File: src/rtl/id_hazard_ctrl.sv
// id_hazard_ctrl -- decode-stage interlock and forwarding controller for a
// five-stage MIPS pipeline.
//
// A three-entry scoreboard (S1=EX, S2=MEM, S3=WR) records the destination
// register of every instruction in flight. The rs/rt fields being decoded
// are compared against it to produce pipeline holds, bubbles and flushes,
// and to select the EX-stage operand sources.
//
// Build option: define HAZ_FWD_EN to enable operand forwarding. With
// forwarding, only a load-use dependency on S1 stalls. Without it, any
// dependency on S1..S3 stalls, and FwdA/FwdB stay 00.
//
// Ports:
//   Clk, Reset       clock; synchronous active-high reset
//   ID_*             decoded fields/controls of the instruction in ID
//   EX_BranchTaken   branch in EX resolved taken this cycle
//   Stall_PC         hold PC                          (combinational)
//   Stall_IFID       hold IF/ID register              (combinational)
//   Bubble_IDEX      load NOP controls into ID/EX     (combinational)
//   Flush_IFID       clear IF/ID to NOP               (combinational)
//   FwdA, FwdB       EX operand select, registered:
//                    00 regfile, 01 EX/MEM, 10 MEM/WR, 11 WR_RegDin
//   StallCnt         saturating count of stall cycles
module id_hazard_ctrl #(
  parameter int STALL_CNT_W = 16
) (
  input  logic                   Clk,
  input  logic                   Reset,
  input  logic                   ID_Valid,
  input  logic [4:0]             ID_Rs,
  input  logic [4:0]             ID_Rt,
  input  logic                   ID_UsesRs,
  input  logic                   ID_UsesRt,
  input  logic                   ID_RegWr,
  input  logic                   ID_MemtoReg,
  input  logic [4:0]             ID_Wdst,
  input  logic                   ID_Jump,
  input  logic                   EX_BranchTaken,
  output logic                   Stall_PC,
  output logic                   Stall_IFID,
  output logic                   Bubble_IDEX,
  output logic                   Flush_IFID,
  output logic [1:0]             FwdA,
  output logic [1:0]             FwdB,
  output logic [STALL_CNT_W-1:0] StallCnt
);

  localparam logic [STALL_CNT_W-1:0] CNT_ONE = STALL_CNT_W'(1);

  // Scoreboard: index 0 = S1 (EX), 1 = S2 (MEM), 2 = S3 (WR).
  logic [2:0] sb_v_r;
  logic [4:0] sb_dst_r [3];
  logic [2:0] sb_ld_r;

  logic [2:0] m_rs_s;
  logic [2:0] m_rt_s;
  logic       stall_s;
  logic       issue_v_s;
  logic       cnt_inc_s;
  logic [1:0] fwd_a_s;
  logic [1:0] fwd_b_s;

`ifdef HAZ_FWD_EN
  // Closest producer wins: S1 -> 01, S2 -> 10, S3 -> 11.
  function automatic logic [1:0] fwd_sel(input logic [2:0] m);
    logic [1:0] sel;
    if (m[0]) begin
      sel = 2'b01;
    end else if (m[1]) begin
      sel = 2'b10;
    end else if (m[2]) begin
      sel = 2'b11;
    end else begin
      sel = 2'b00;
    end
    return sel;
  endfunction
`endif

  // Compare each scoreboard entry with the decoded source fields.
  always_comb begin
    m_rs_s = 3'b000;
    m_rt_s = 3'b000;
    for (int k = 0; k < 3; k++) begin
      // $0 is hard-wired: a read of $0 can never depend on anything.
      m_rs_s[k] = sb_v_r[k] & (sb_dst_r[k] == ID_Rs) & ID_UsesRs & (ID_Rs != 5'd0);
      m_rt_s[k] = sb_v_r[k] & (sb_dst_r[k] == ID_Rt) & ID_UsesRt & (ID_Rt != 5'd0);
    end
  end

`ifdef HAZ_FWD_EN
  // Only a load in EX cannot be forwarded in time.
  assign stall_s = ID_Valid & (m_rs_s[0] | m_rt_s[0]) & sb_ld_r[0];
`else
  // No bypass and no write-through regfile: wait until the producer retires.
  assign stall_s = ID_Valid & ((|m_rs_s) | (|m_rt_s));
  logic unused_ld_s;
  assign unused_ld_s = ^sb_ld_r;
`endif

  // A taken branch kills the ID instruction, so it neither issues nor counts.
  assign issue_v_s = ID_Valid & ID_RegWr & (ID_Wdst != 5'd0) & ~stall_s & ~EX_BranchTaken;
  assign cnt_inc_s = stall_s & ~EX_BranchTaken & ~(&StallCnt);

  // Pipeline control: branch flush overrides a stall, stall overrides jump flush.
  always_comb begin
    Stall_PC    = 1'b0;
    Stall_IFID  = 1'b0;
    Bubble_IDEX = 1'b0;
    Flush_IFID  = 1'b0;
    if (EX_BranchTaken) begin
      Flush_IFID  = 1'b1;
      Bubble_IDEX = 1'b1;
    end else if (stall_s) begin
      Stall_PC    = 1'b1;
      Stall_IFID  = 1'b1;
      Bubble_IDEX = 1'b1;
    end else begin
      Flush_IFID  = ID_Valid & ID_Jump;
    end
  end

  // Forward selects for the instruction about to enter EX.
  always_comb begin
    fwd_a_s = 2'b00;
    fwd_b_s = 2'b00;
`ifdef HAZ_FWD_EN
    if (ID_Valid & ~Bubble_IDEX & ~Stall_PC & ~Flush_IFID) begin
      fwd_a_s = fwd_sel(m_rs_s);
      fwd_b_s = fwd_sel(m_rt_s);
    end else begin
      fwd_a_s = 2'b00;
      fwd_b_s = 2'b00;
    end
`endif
  end

  // Scoreboard shift, registered forward selects and stall counter.
  always_ff @(posedge Clk) begin
    if (Reset) begin
      sb_v_r      <= 3'b000;
      sb_ld_r     <= 3'b000;
      sb_dst_r[0] <= 5'd0;
      sb_dst_r[1] <= 5'd0;
      sb_dst_r[2] <= 5'd0;
      FwdA        <= 2'b00;
      FwdB        <= 2'b00;
      StallCnt    <= '0;
    end else begin
      sb_v_r      <= {sb_v_r[1:0], issue_v_s};
      sb_ld_r     <= {sb_ld_r[1:0], ID_MemtoReg};
      sb_dst_r[2] <= sb_dst_r[1];
      sb_dst_r[1] <= sb_dst_r[0];
      sb_dst_r[0] <= ID_Wdst;
      FwdA        <= fwd_a_s;
      FwdB        <= fwd_b_s;
      if (cnt_inc_s) begin
        StallCnt <= StallCnt + CNT_ONE;
      end
    end
  end

endmodule

File: config.mk
export PLATFORM = sky130hd
export DESIGN_NAME = id_hazard_ctrl
export DESIGN_NICKNAME = d
export VERILOG_FILES = /design/src/rtl/id_hazard_ctrl.sv
export SDC_FILE = /design/constraint.sdc
export NUM_CORES = 1
export LEC_CHECK = 0
export BUFFER_PORTS_ARGS = -buffer_cell sky130_fd_sc_hd__buf_2
export CAP_MARGIN = 25
export CORE_MARGIN = 1
export CORE_UTILIZATION = 30
export DETAILED_ROUTE_END_ITERATION = 6
export SLEW_MARGIN = 30
export SYNTH_ARGS = -nofsm -noshare
export SYNTH_HDL_FRONTEND = slang
export SYNTH_SLANG_ARGS = --single-unit
File: constraint.sdc
create_clock -name Clk -period 11.2 [get_ports Clk]
set_clock_uncertainty 0.2 [all_clocks]
set_input_delay 3.36 -clock Clk [delete_from_list [all_inputs] [get_ports Clk]]
set_output_delay 3.36 -clock Clk [all_outputs]
set_load 0.02 [all_outputs]
# After elaboration in Yosys (flattened, before gate mapping)
# Memory sizes are Yosys's and may differ from the RTL's.
# Index checks and enable logic that the tools add are counted.
# classes
add_sub_neg	1
eq_ne	6
muxes	11
n_bitwise	33
n_reduce_logical	6
# ops
op	count
5-bit == test	6
1-bit bitwise AND	26
16-bit by 1-bit adder with 16-bit output (second input constant)	1
16-bit AND reduction	1
5-bit 2-to-1 mux	3
5-bit nonzero test	3
1-bit 2-to-1 mux	8
3-bit OR reduction	2
1-bit bitwise OR	4
1-bit NOT	3
# totals
ff_bits	19
ram_bits	15
input_bits	24
out_inout_bits	24
n_memories	1
# memory_table
memory	depth	width	rd	rd_clocked_by_memory_dff	write_ports	line_no	rtl
sb_dst_r	3	5	3	0	3	52	logic [4:0] sb_dst_r [3];

# Depth between registers and ports, before layout
# An unclocked memory read counts as a cell.
# depth
ltp_word	11
mapped_depth	10
mapped_depth_nobuf	8

# Worst setup path before layout
# OpenSTA, ideal clock, no wires.
# synth_path
path_kind	input-to-output
startpoint	input port ID_Rt[1]
endpoint	output port Stall_PC
arrival_time_ns	4.937
required_ns	7.640
path_slack_ns	2.703
stages	8
path_buffers	3
path_cell_list	or4_1 o21ai_0 a31o_2 a21o_1 buf_2 buf_2 inv_2 buf_4
# synth_via
elab_chain_cells	9
# synth_lines
item	line_no	rtl
from (decl)	31	input logic [4:0] ID_Rt,
5-bit == test	87	m_rt_s[k] = sb_v_r[k] & (sb_dst_r[k] == ID_Rt) & ID_UsesRt & (ID_Rt != 5'd0);
1-bit bitwise AND (3 in a row)	87	
3-bit OR reduction *	96	assign stall_s = ID_Valid & ((|m_rs_s) | (|m_rt_s));
1-bit bitwise OR *	96	
1-bit bitwise AND *	96	
1-bit 2-to-1 mux * (2 in a row)	n/a	
to (decl)	39	output logic Stall_PC,
# Every way passes the cells marked *; elsewhere a longest branch is shown, timed or not.

# Worst setup path in the final report
# layout_path
startpoint	input port ID_Rt[1]
endpoint	output port Stall_PC
# layout_via
elab_chain_cells	9
# layout_lines
item	line_no	rtl
5-bit == test	87	
1-bit bitwise AND (3 in a row)	87	
3-bit OR reduction *	96	
1-bit bitwise OR *	96	
1-bit bitwise AND *	96	
1-bit 2-to-1 mux *	114	end else if (stall_s) begin
1-bit 2-to-1 mux *	111	if (EX_BranchTaken) begin
# Marked as above.

==> impl_results.md <==
* Outcome: finished, final reports clean
* FMAX at 0.112 GHz
* CTS resizes at 0
* Highest Signal Layer: met4
* Syn. warnings at 0
* DP Cell Count at 300
* Total of max-cap violations at 0
* Grt total ovfl at 0
* Final Non-Filler Cells at 308
* Vias post-DR at 1534
* RSZ-0062 raised after global routing: false
* Final Util at 37.2%
* CP max FO at 32
* Final setup vio count at 0
* Clock root cell: clkbuf_8
* DP HPWL at 2.90 mm
* Hold_ws at 0.284 ns
* Final min period at 8.90 ns
* CTS H-Tree Depth at 2
* Most frequent cells after synthesis: dfxtp_1 (34), xor2_1 (24), nor2b_1 (17)
* Final Hold Viols at 0
* Routed wl met3 at 247 µm
* Worst EP required at 7.64 ns
* Sequential area share after synthesis at 38.4%
* Site Rows at 27
* Io pins at 48
* Top FF cell, synth: dfxtp_1
* Vias in the first global route at 1453
* DIE AREA at 6210 µm²
* First drt pass iteration count at 4
* Slew Viols, Final at 0
* Post-synth cell types at 36
* CTS buffer count at 5
* Post-CTS Setup Bufs at 0
* Fin crit share at 79.4%
* #FFs+latches synth at 34
* Worst setup SP type: input port
* GRT Resource Usage Total at 13.6%
* Critical Path Source: ID_Rt[1]
* Avg Cell Area, Syn at 8.90 µm²
* TNS Setup at 0 ns
* Post-Syn Area at 1770 µm²
* Max VDD drop at 0.0792 mV
* Most common cell in the netlist: dfxtp_1
* Die X at 78.8 µm
* HP Start: sb_v_r[0]
* R2r setup slk at 8.44 ns
* TritonCTS clock tree: done
* Starting Density at 31.6%
* Least-Margin Pin Slew at 0.877 ns
* Area contributors post-synth: dfxtp_1 (38%), xor2_1 (12%), or4_1 (6.4%)
* Area growth from synthesis to layout at 18.0%
* Post-DP Area at 1990 µm²
* WS Path Type: in2out
* Clk pin slew, worst setup/hold paths at 0.07 ns
* Rel. slew slack at 41.6%
* RD Place Congestion at 0.814
* WL final at 3.95 mm
* Share of the synthesized area in the top cell type at 38.4%
* First-pass GRT wire length at 6.73 mm
* Number of DRC markers in iteration 0 at 62
* Asr flop ratio synth at 0%
* P per Cell Area at 116 nW/µm²
* Met1 WL at 1.89 mm
* Fillers at 612
* # diodes at 0
* Routed len/inst at 12.8 µm
* DRC at 0
* Crit Reg-Reg Startpoint: sb_dst_r[0][6]
* Die height at 78.8 µm
* Hold_buf cts at 0
* Fin nets at 260
* Share of post-route cells with drive strength above 1 at 22.0%
* Port Buffers at 42
* Met2 WL at 1.79 mm
* Critical Path End Type: output pin
* Dominant cell type by area after synthesis: dfxtp_1
* Vias/cell at 4.98
* Leak at 0.868 nW
* Post-DRT Antenna Nets at 0
* Cell area after layout at 2090 µm²
* Core area at 5610 µm²
* EDFF count, synth at 0
* Clock sink count at 34
* Arr. time, crit path at 5.34 ns
* Hold Path Class: reg2reg
* Largest net degree at the start of global routing at 36
* Synth Instances at 199
* Clk buf depth at 2
* Clock latency on the worst-skew pair at 0.28 ns
* Initial antenna violation count at 0
per-stage QoR:
step,setup slack [ns],total power [mW]
3_3_place_gp,2.31,0.150
4_1_cts,2.29,0.245
3_5_place_dp,2.30,0.150
5_1_grt,2.08,0.253
2_1_floorplan,2.70,0.142
6_report,2.30,0.243
power breakdown:
part / internal [mW] / leakage, nW / switching, mW
logic: 0.00965 / 0.544 / 0.0120
registers: 0.123 / 0.277 / 0.00220
clock network: 0.0494 / 0.0472 / 0.0465
cells in the final DEF (no fill, tap or decap), types with 2 or more instances in the layout:
master / Yosys / final
o41ai_1: 2 / 2
and2_1: 2 / 2
o21ai_1: 3 / 3
inv_1: 2 / 2
nand2b_1: 2 / 2
and3_1: 8 / 8
nand2_1: 6 / 6
a21oi_1: 15 / 15
nor4_1: 6 / 6
a21o_1: 2 / 2
nand3_1: 13 / 13
buf_2: 2 / 42
xor2_1: 24 / 24
dfxtp_1: 34 / 34
nor2b_1: 17 / 17
clkbuf_8: 0 / 6
or4_1: 15 / 15
xnor2_1: 6 / 6
conb_1: 1 / 4
o31ai_1: 12 / 12
area by class of cell:
class / instances / area (µm²) / area share, %
sequential: 34 / 681 / 32.6
timing repair buffer: 42 / 210 / 10.1
multi-input combinational: 149 / 1000 / 47.9
clock inverter: 2 / 12.5 / 0.599
tap: 72 / 90.1 / 4.31
inverter: 3 / 11.3 / 0.539
clock buffer: 6 / 82.6 / 3.95
sequential cells by signal, summed over array words and instances (netlist names):
| register | flops |
|---|---|
| sb_v_r | 3 |
| sb_dst_r | 15 |
| StallCnt | 16 |
cells by family (layout without fill, tap and decap cells):
logic type,after synthesis,count (layout),share of synthesized area [%]
xor+xnor,30,30,14.8
compound gates,40,40,14.8
buf+inv,19,53,5.65
fa+ha+maj,1,1,0.707
simple gates,74,74,25.3
flops,34,34,38.4
other cells,1,4,0.212
per-layer routing:
metal / up-vias / GRT usage [%]
met5: - / 0
met4: 0 / 3.82
met3: 2 / 3.22
met2: 41 / 22.2
met1: 698 / 17.8
li1: 793 / -
critical path: stages:
cell and delay [ns]:
buf_2 0.13, or4_1 0.50, o21ai_0 0.19, a31o_2 0.18
a21o_1 0.70, inv_2 0.08, buf_2 0.19
final timing paths:
kind,to,depth (start not counted)
worst max-delay path,Stall_PC,7
worst min register to register,sb_v_r[1],1
worst min-delay path,sb_v_r[1],1
worst max register to register,StallCnt[10],7
(Power assumes the default switching activity.)
